--- src/rtl/pc_src_pkg.sv ---
// Shared RV32I opcode and branch funct3 encodings used by the branch/jump resolution unit.
package pc_src_pkg;

    localparam logic [6:0] OP_BRANCH = 7'b1100011;
    localparam logic [6:0] OP_JAL    = 7'b1101111;
    localparam logic [6:0] OP_JALR   = 7'b1100111;

    localparam logic [2:0] F3_BEQ  = 3'b000;
    localparam logic [2:0] F3_BNE  = 3'b001;
    localparam logic [2:0] F3_BLT  = 3'b100;
    localparam logic [2:0] F3_BGE  = 3'b101;
    localparam logic [2:0] F3_BLTU = 3'b110;
    localparam logic [2:0] F3_BGEU = 3'b111;

endpackage

--- src/rtl/pc_src_branch_cmp.sv ---
// Conditional-branch evaluation: maps funct3 and the ALU flags to taken / illegal-funct3.
module branch_cmp
    import pc_src_pkg::*;
(
    input  logic [2:0] funct3,
    input  logic       zero,
    input  logic       lt,
    input  logic       ltu,
    output logic       taken,
    output logic       bad_f3
);

    always_comb begin
        taken  = 1'b0;
        bad_f3 = 1'b0;
        case (funct3)
            F3_BEQ:  taken = zero;
            F3_BNE:  taken = ~zero;
            F3_BLT:  taken = lt;
            F3_BGE:  taken = ~lt;
            F3_BLTU: taken = ltu;
            F3_BGEU: taken = ~ltu;
            default: bad_f3 = 1'b1;
        endcase
    end

endmodule

--- src/rtl/pc_src.sv ---
// Branch/jump resolution for the execute stage: next-PC select, registered flush, illegal flag.
// Optional statistics counters are compiled in with `define PC_SRC_STATS_EN.
module pc_src
    import pc_src_pkg::*;
(
    input  logic        clk,
    input  logic        rst_n,
    input  logic        boj,
    input  logic        zero,
    input  logic        lt,
    input  logic        ltu,
    input  logic [31:0] instr,
    output logic        PC_src,
    output logic        flush_q,
    output logic        illegal
`ifdef PC_SRC_STATS_EN
    ,
    output logic [31:0] branch_cnt,
    output logic [31:0] taken_cnt
`endif
);

    logic [6:0] opcode;
    logic [2:0] funct3;
    logic       is_branch;
    logic       is_jump;
    logic       br_taken;
    logic       br_bad_f3;
    logic       unused_instr_bits;

    assign opcode    = instr[6:0];
    assign funct3    = instr[14:12];
    assign is_branch = (opcode == OP_BRANCH);
    assign is_jump   = (opcode == OP_JAL) || (opcode == OP_JALR);

    // Register, immediate and rd fields never influence the redirect decision.
    assign unused_instr_bits = ^{instr[31:15], instr[11:7]};

    branch_cmp u_branch_cmp (
        .funct3 (funct3),
        .zero   (zero),
        .lt     (lt),
        .ltu    (ltu),
        .taken  (br_taken),
        .bad_f3 (br_bad_f3)
    );

    always_comb begin
        PC_src  = 1'b0;
        illegal = 1'b0;
        if (boj) begin
            if (is_branch) begin
                PC_src  = br_taken & ~br_bad_f3;
                illegal = br_bad_f3;
            end else if (is_jump) begin
                PC_src  = 1'b1;
            end else begin
                illegal = 1'b1;
            end
        end
    end

    // Execute -> flush stage boundary
    always_ff @(posedge clk or negedge rst_n) begin
        if (!rst_n) flush_q <= 1'b0;
        else        flush_q <= PC_src;
    end

`ifdef PC_SRC_STATS_EN
    logic [31:0] branch_cnt_r;
    logic [31:0] taken_cnt_r;

    always_ff @(posedge clk or negedge rst_n) begin
        if (!rst_n) begin
            branch_cnt_r <= 32'd0;
            taken_cnt_r  <= 32'd0;
        end else begin
            if (boj && !illegal) branch_cnt_r <= branch_cnt_r + 32'd1;
            if (PC_src)          taken_cnt_r  <= taken_cnt_r + 32'd1;
        end
    end

    assign branch_cnt = branch_cnt_r;
    assign taken_cnt  = taken_cnt_r;
`endif

endmodule

--- config.mk ---
export PLATFORM = sky130hd
export DESIGN_NAME = pc_src
export DESIGN_NICKNAME = d
export VERILOG_FILES = /design/src/rtl/pc_src_pkg.sv /design/src/rtl/pc_src_branch_cmp.sv /design/src/rtl/pc_src.sv
export SDC_FILE = /design/constraint.sdc
export NUM_CORES = 1
export LEC_CHECK = 0
export BUFFER_PORTS_ARGS = -buffer_cell sky130_fd_sc_hd__buf_2
export CORE_AREA = 2 2 39 41
export DETAILED_ROUTE_END_ITERATION = 8
export DIE_AREA = 0 0 41 43
export MAX_ROUTING_LAYER = met4
export PLACE_DENSITY_LB_ADDON = 0.2
export SKIP_CTS_REPAIR_TIMING = 1
export SLEW_MARGIN = 15
export SYNTH_ARGS = -nofsm -noshare
export SYNTH_HDL_FRONTEND = slang
export SYNTH_HIERARCHICAL = 1
export SYNTH_SLANG_ARGS = --single-unit
--- constraint.sdc ---
create_clock -name clk -period 1.3 [get_ports clk]
set_input_delay 0.13 -clock clk [delete_from_list [all_inputs] [get_ports clk]]
set_output_delay 0.13 -clock clk [all_outputs]
set_load 0.05 [all_outputs]
==> impl_metrics.json <==
{
  "setup_viol": 1,
  "finalMaxSlewViolations": 0,
  "cp_max_fo": 2,
  "grt_use_total_pct": 4.30,
  "worstHoldPathType": "primary input to async pin",
  "path_class": "primary input to output port",
  "finalHoldViolCount": 0,
  "grt_max_degree": 4,
  "max_freq_ghz": 0.735,
  "rows": 14,
  "rsz0062_at_grt": "true",
  "start_util_pct": 9.49,
  "drc": 0,
  "worst_slack_ps": -60.1,
  "power.density_mw_per_mm2": 361,
  "max_cap_viol_count": 0,
  "grt_pass1_wl_um": 552,
  "core_mm2": 0.00138,
  "synthCells": 14,
  "first_iter_violations": 0,
  "ir_drop_mv": 0.0553,
  "wire_per_inst_um": 7.64,
  "die-area_mm2": 0.00176,
  "vias_per_cell": 3.52,
  "worst_pin_slew_ps": 249,
  "p_total_mw": 0.102,
  "largest_register_ff_count": 1,
  "ioPinCount": 41,
  "status": "complete, but fails checks",
  "crit_arrival_ps": 1230,
  "ant_nets": 0,
  "syn-cell-area_um2": 131,
  "yosysSeqAreaShare_pct": 19.0,
  "yosys_warnings": 6,
  "critPathLaunchType": "primary input",
  "firstDrtPassIters": 1,
  "wirelength_um": 382,
  "synth_seq_cells": 1,
  "dp_hpwl_um": 361,
  "overflow": 0,
  "place_area_um2": 249,
  "syn-num-nets": 52,
  "route.vias.total": 176,
  "nets": 74,
  "port_buffers": 18,
  "area_growth_pct": 116,
  "violations": "negative setup slack",
  "gp_congestion": 0.629,
  "antenna_cells": 0,
  "drive_gt1_share_pct": 67.6,
  "cp-end-kind": "output port",
  "clk_pin_slew_worst_paths_ps": 0,
  "yosysUniqueCellTypes": 13,
  "finalInstanceArea_um2": 284,
  "timing.final.crit_share_pct": 105,
  "cp.required_ps": 1170,
  "period_needed_ps": 1360,
  "die_height_um": 43,
  "die_w_um": 41,
  "maxSlewHeadroom_pct": 83.5,
  "syn_area_per_cell_um2": 9.38,
  "leakage_nw": 0.150,
  "top_regs": "flush_q x1",
  "first_global_vias": 168,
  "regMostFlops": "flush_q",
  "antenna_found_initial": 0
}
## per-stage QoR
| step | cells | util (%) | setup WS [ps] | hold slack, ps | setup TNS (ps) |
|---|---|---|---|---|---|
| 2_1_floorplan | 14 | - | 81.0 | -166 | 0 |
| 3_3_place_gp | 49 | 18.0 | -176 | -94.5 | -176 |
| 3_5_place_dp | 49 | 18.0 | -186 | -94.1 | -186 |
| 4_1_cts | 49 | 18.0 | -186 | -94.3 | -186 |
| 5_1_grt | 50 | 20.5 | -104 | 467 | -104 |
| 6_report | 50 | 20.5 | -60.1 | 439 | -60.1 |
## final cells by class
class | instances | area (um^2)
inverters | 1 | 3.75
flip-flops and latches | 1 | 25.0
repair buffers | 20 | 124
fillers | 164 | 1100
well taps | 16 | 20.0
multi-input cells | 12 | 111
## metal layers
| metal | track usage [%] | wire, um |
|---|---|---|
| met1 | 3.16 | 98 |
| met2 | 10.0 | 246 |
| met3 | 0 | 37 |
| met4 | 0 | 0 |
| met5 | - | 0 |
## logic make-up (layout without fill, tap and decap cells)
logic type / Yosys count / count (layout) / share of synthesized area [%]
DFF: 1 / 1 / 19.0
and+or+nand+nor: 5 / 5 / 25.7
buffers and inverters: 1 / 21 / 2.85
xor gates and xnor gates: 2 / 2 / 13.3
muxes: 1 / 1 / 7.62
AOI/OAI and AO/OA: 4 / 4 / 31.4
## worst paths after layout
check / from / to / cells past startpoint
max: instr[13] / PC_src / 7
min: rst_n / flush_q / 2
max in group asynchronous: rst_n / flush_q / 2
min in group clk: instr[2] / flush_q / 2
## Yosys cell counts
cell type	n	area, um^2
dfrtp_1	1	25.0
o211a_1	1	10.0
and3_1	1	6.26
inv_1	1	3.75
a21o_1	1	7.51
o21bai_1	1	7.51
and3b_1	1	8.76
xnor2_1	2	17.5
nor3_1	1	5.00
a41oi_2	1	16.3
nor3b_1	1	7.51
nor2b_1	1	6.26
mux2i_1	1	10.0
## worst max-delay path, stage by stage
cell and delay, ps:
buf_6 70, mux2i_2 210, xnor2_1 90, a21o_1 150, nor3b_2 140, o211a_2 280
buf_8 150
## cell usage in the layout (no fill, tap or decap), drive strengths merged
master       netlist  final
a21o               1      1
a41oi              1      1
and3               1      1
and3b              1      1
buf                0     19
dfrtp              1      1
dlygate4sd3        0      1
inv                1      1
mux2i              1      1
nor2b              1      1
nor3               1      1
nor3b              1      1
o211a              1      1
o21bai             1      1
xnor2              2      2
## report_power, final
part	internal [mW]	switching, mW	total, mW	leakage (nW)
combinational	0.0408	0.0297	0.0705	0.136
clock	0	0	0	0
sequential	0.0319	0.0000374	0.0319	0.0139
total	0.0727	0.0297	0.102	0.150
No activity file was read; power rests on OpenSTA's default activity.
